--- config.mk ---
export PLATFORM = sky130hd
export DESIGN_NAME = register_file_8
export DESIGN_NICKNAME = d
export VERILOG_FILES = /design/src/rtl/register_file_8.sv
export SDC_FILE = /design/constraint.sdc
export NUM_CORES = 1
export LEC_CHECK = 0
export CORE_ASPECT_RATIO = 1.5
export CORE_MARGIN = 2
export CORE_UTILIZATION = 30
export CTS_CLUSTER_SIZE = 8
export DETAILED_ROUTE_END_ITERATION = 6
export SLEW_MARGIN = 30
export SYNTH_ARGS = -nofsm -noshare
export SYNTH_HDL_FRONTEND = slang
export SYNTH_SLANG_ARGS = --single-unit
export TNS_END_PERCENT = 5
--- constraint.sdc ---
create_clock -name clk -period 3.3 [get_ports clk]
set_input_delay 0.495 -clock clk [delete_from_list [all_inputs] [get_ports clk]]
set_output_delay 0.495 -clock clk [all_outputs]
set_load 0.1 [all_outputs]
--- src/rtl/register_file_8.sv ---
// 8 x N register file with one-hot write decode, busy scoreboard and two async read ports.
// Define REG_BYPASS_EN to forward same-cycle writeback data and busy onto the read ports.

module decoder_3_to_8 (
  input  logic       en_i,
  input  logic [2:0] addr_i,
  output logic [7:0] dec_o
);

  always_comb begin
    dec_o = 8'b0;
    if (en_i) begin
      dec_o[addr_i] = 1'b1;
    end
  end

endmodule

module register_file_8 #(
  parameter int unsigned N = 32
) (
  input  logic         clk,
  input  logic         rst,
  input  logic         wr_ena,
  input  logic [2:0]   wr_addr,
  input  logic [N-1:0] wr_data,
  input  logic         mark_ena,
  input  logic [2:0]   mark_addr,
  input  logic [2:0]   rd_addr0,
  input  logic [2:0]   rd_addr1,
  output logic [N-1:0] rd_data0,
  output logic [N-1:0] rd_data1,
  output logic         rd_busy0,
  output logic         rd_busy1
);

  logic [7:0]   wr_hit;
  logic [7:0]   mark_hit;
  logic [N-1:0] regs_q [8];
  logic [N-1:0] regs_d [8];
  logic [7:0]   busy_q;
  logic [7:0]   busy_d;

  decoder_3_to_8 u_wr_dec (
    .en_i   (wr_ena),
    .addr_i (wr_addr),
    .dec_o  (wr_hit)
  );

  decoder_3_to_8 u_mark_dec (
    .en_i   (mark_ena),
    .addr_i (mark_addr),
    .dec_o  (mark_hit)
  );

  // Mark is applied after write so a new producer wins over the retiring one.
  always_comb begin
    busy_d = busy_q;
    for (int i = 0; i < 8; i++) begin
      regs_d[i] = regs_q[i];
      if (wr_hit[i]) begin
        regs_d[i] = wr_data;
        busy_d[i] = 1'b0;
      end
      if (mark_hit[i]) begin
        busy_d[i] = 1'b1;
      end
    end
    regs_d[0] = '0;
    busy_d[0] = 1'b0;
  end

  always_ff @(posedge clk) begin
    if (rst) begin
      for (int i = 0; i < 8; i++) begin
        regs_q[i] <= '0;
      end
      busy_q <= 8'b0;
    end else begin
      for (int i = 0; i < 8; i++) begin
        regs_q[i] <= regs_d[i];
      end
      busy_q <= busy_d;
    end
  end

  always_comb begin
    rd_data0 = regs_q[rd_addr0];
    rd_busy0 = busy_q[rd_addr0];
    rd_data1 = regs_q[rd_addr1];
    rd_busy1 = busy_q[rd_addr1];
`ifdef REG_BYPASS_EN
    if (wr_hit[rd_addr0] && (rd_addr0 != 3'd0)) begin
      rd_data0 = wr_data;
      rd_busy0 = mark_hit[rd_addr0];
    end
    if (wr_hit[rd_addr1] && (rd_addr1 != 3'd0)) begin
      rd_data1 = wr_data;
      rd_busy1 = mark_hit[rd_addr1];
    end
`endif
  end

endmodule

== Yosys cells after proc, flatten, opt, wreduce, memory -nomap -nowiden ==
Memories as Yosys holds them, arrays and structs flattened.
Cells that the tools add are included.
Word-level totals
  bits in registers: 8
  memory bits (writable): 256
  input bits: 48
  output and inout bits: 66
  word-level logic and storage cells: 88
  memories kept: 1
Operators by class
  magnitude comparators: 6
  eq/ne operators: 7
  multiplexer cells: 42
  bitwise logic cells: 8
  reduce and logical (&&, ||, !) cells: 16
Memory list
  regs_q: depth 8, width 32, rd ports 2, clocked after Yosys merged registers in 0, wr ports 8, RTL line 39  | logic [N-1:0] regs_q [8];
Operators by type and width (count)
  $mux 32: 15
  $mux 1: 21
  $lt 3x4->1 const B: 4
  $mux 8: 2
  $reduce_and 2->1: 7
  $reduce_bool 2->1: 7
  $or 1x1->1: 8
  $ne 1x1->1 const B: 7
  $bmux 1 s3: 2
  $demux 1 s3: 2
  $ge 3x1->1 const B: 2
  $logic_and 1x1->1: 2

== Logic depth before layout (Yosys ltp) ==
  depth after elaboration: 8
  mapped depth: 6
  gate-level depth less buffers: 3

== By module ==
A second synthesis with hierarchy kept.
Unflattened totals
  cell total of the unflattened synthesis: 884
  area total of the unflattened synthesis: 13349.1 µm²
Modules (own cells, without submodules)
  register_file_8: instances 1, cells an instance 868, area each 13158.9 µm², seq. area each 6866.6 µm²
  decoder_3_to_8: instances 2, cells an instance 8, area each 95.1 µm², seq. area each 0.0 µm²

== Worst setup path after synthesis ==
OpenSTA, ideal clock, no wires.
  kind: input -> output
  start: input port rd_addr0[2]
  end: output port rd_data0[11]
  arrival time: 3442 ps
  data required time: 2805 ps
  path slack: -637 ps
  stages: 5
  path buffers: 3
  cells stage by stage: buf_2 nor2b_1 buf_1 buf_2 a221oi_1
On the way
  cells in the longest elaborated chain, start to end: 1
RTL lines
  from (decl): RTL line 29  | input logic [2:0] rd_addr0,
  $mem_v2 8x32
  to (decl): RTL line 31  | output logic [N-1:0] rd_data0,
Every way passes these cells.

== Worst setup path in the final report ==
  start: input port rd_addr1[1]
  end: output port rd_data1[31]
On the way
  cells in the longest elaborated chain, start to end: 1
RTL lines
  from (decl): RTL line 30  | input logic [2:0] rd_addr1,
  $mem_v2 8x32
  to (decl): RTL line 32  | output logic [N-1:0] rd_data1,
Every way passes these cells.

==> out/results.txt <==
For this design the ratio of total power to cell area is 571 nW/um^2. The share of the clock period used by the worst path is 0.890. Dividing the detail-routed wire length by the instance count gives 23.8 um.

After detailed routing, the number of vias per cell comes to 5.37. Setup repair after global routing left no endpoint under its margin. At the placement stage, the worst setup path has a slack of 0.415 ns. The first detailed-routing pass ran for 5 iterations.

The run gives 0 as the final max-slew violation count. The total clock sinks was 231. The total setup violations reported at the end of the flow was 0. The number of nets handed over by synthesis was 958. Clock-pin slew was measured on the worst setup and hold paths at 0.05 ns. TritonCTS built the clock tree. The cell count after synthesis came out at 910. The sequential fraction of the synthesis area came out at 0.559.

Overall power consumption after layout is estimated at 8.88 mW. The congestion estimate from routability-driven global placement came to 0.799. The tools report the top-level I/O count as 114. The clock period could shrink to 2.94 ns.

0 antenna diodes ended up in the layout. The number of antenna-violating nets in the routed design was 0. Fill cells in the final layout number 3764.

Data arrives at the worst endpoint at 2.44 ns. In this run the deepest clock path goes through 3 buffers. Critical path start-end classification: in -> out. The largest fanout of any net on the critical path is 26.

The cell at the root of the clock tree is clkbuf_16. The primary flip-flop cell chosen by synthesis mapping was edfxtp_1. STA puts the critical path data required time at 2.80 ns. The proportion of layout cells with a drive suffix above 1 was 0.265. The logs give 1497 for the cell count after placement and 90 for the row count.

The total global routing track utilization was 0.172; the number of enable flip-flop cells after synthesis was 224. The setup slack of the critical path after layout came out at 0.363 ns. The logs give 2.61 ns for the reg2reg setup slack and 0.386 for the post-layout utilization of the core. The effective utilization at floorplan is 0.305, and the synthesized cell area is 12300 sq um. Number of distinct library cells after synthesis: 30. The floorplan step set the die height to 252 um.

The final routed wirelength across all metal layers came out at 36900 um. The first global-routing pass estimated 54500 um of wire. The worst setup path is launched from a primary input.

After clock tree synthesis, the repair step resized 0 gates. The via count of the first global-routing pass was 8862. From left edge to right edge, the die measures 169 um. At the end of the flow, the number of nets in the layout was 1075.

Max-cap violations in this run came to 0. The tightest min-delay check is of the reg -> reg type. Yosys printed 0 warnings. Global routing finished with a remaining overflow of 0. The worst-case IR drop observed on VDD is 0.000270 V. Port buffering added 113 buffers. Number of non-filler instances in the completed layout: 1550.

From synthesis to final layout, the design area changed by 26.7%. The slew of the pin with the lowest slew margin is 0.811 ns, and the total CTS buffers is 34. DRC violation count after routing: 0.

The core region is 40300 sq um. The H-tree was split into 2 levels. The fraction of registers with async set or reset after synthesis is 0. The worst slew slack as a fraction of its limit was 0.460. The detailed-placement wirelength estimate is 23900 um. The die area was 42600 sq um. The run gives 8322 as the number of vias in the routed layout. STA classifies the critical path endpoint as an output pin. The tools report the number of antenna violations at the first check in global routing as 1.

The run finished with clean final reports. The tools report the maximum number of pins on one net before global-route repair as 53. The iteration-0 DRC count of the detailed router is 438. Maximum clock skew at final layout: 0 ns. The average cell area after synthesis is 13.5 sq um, and the number of register bits inferred by synthesis is 231.

After clock tree synthesis, the setup repair step added 0 buffers. In the layout the commonest cells are edfxtp_1, nor2_1, mux2i_1. In this run, post-CTS hold repair placed 0 buffers. The most common cell after layout, fill and taps aside was edfxtp_1. The hold violation total from the final report was 0. The logs give 5.90 nW for the cell leakage power and 341 MHz for the maximum clock rate.

The clock latency reported for the late side of the worst-skew pair was 0.50 ns.
metrics by stage:
stage	hold slack [ns]	instance area, sq um	TNS (ns)
after floorplan	0.444	12300	-5.39
after global placement	0.472	14600	0
after detailed placement	0.474	14600	0
after CTS	0.483	15600	0
after global routing	0.497	15600	0
final	0.478	15600	0
final timing paths:
check,from,end,depth (start not counted)
min,busy_q[7],busy_q[7],2
max reg2reg,busy_q[4],busy_q[4],2
max,rd_addr1[1],rd_data1[31],6
min reg2reg,busy_q[7],busy_q[7],2
synth_stat cells, types with 3 or more instances:
cell type	n	share of area
a221oi_1	37	0.026
a221oi_2	93	0.11
a32o_1	3	0.0024
buf_1	3	0.00092
buf_2	25	0.010
buf_4	5	0.0031
buf_6	19	0.017
clkbuf_1	28	0.0086
dfxtp_1	7	0.011
edfxtp_1	224	0.55
inv_1	35	0.011
mux2_1	47	0.043
mux2_2	19	0.017
mux2i_1	132	0.11
nand2_1	42	0.013
nor2_1	165	0.050
nor2b_1	8	0.0041
sequential cells by signal, summed over array words and instances (netlist names):
register and count:
busy_q 7, regs_q 224
per-layer routing:
| layer | vias to the layer above | share of wire | GRT usage |
|---|---|---|---|
| met5 | - | 0.00035 | 0 |
| met1 | 4259 | 0.39 | 0.200 |
| li1 | 3746 | - | - |
| met3 | 62 | 0.047 | 0.0243 |
| met4 | 2 | 0.025 | 0.0564 |
| met2 | 253 | 0.54 | 0.322 |
critical path: stages:
cell      delay, ns
buf_4          0.29
buf_4          0.45
mux2_2         0.24
a221oi_1       0.06
a221oi_1       0.63
buf_12         0.26
cell families after synthesis:
logic type	count (synthesis)	synth area share
flip-flops	231	0.559
AND/OR/NAND/NOR	223	0.0725
multiplexers	198	0.168
AO/OA/AOI/OAI	141	0.148
buffers and inverters	117	0.0532
where the power goes:
| part | switching [mW] | total (mW) | internal [mW] | leakage, nW |
|---|---|---|---|---|
| combinational | 1.42 | 2.17 | 0.748 | 3.21 |
| sequential | 0.109 | 3.56 | 3.45 | 2.23 |
| clock | 1.22 | 3.15 | 1.94 | 0.456 |
| total | 2.75 | 8.88 | 6.13 | 5.90 |
final cells by class:
cell class | count | area (sq um) | share of cell area
multi-input cells | 562 | 4800 | 0.308
flip-flops and latches | 231 | 6870 | 0.441
well taps | 506 | 633 | 0.0407
clock inverters | 1 | 8.76 | 0.000563
inverters | 35 | 131 | 0.00844
clock buffers | 52 | 940 | 0.0604
repair buffers | 163 | 2190 | 0.141
Note: power is estimated with default switching activity, not from simulation.
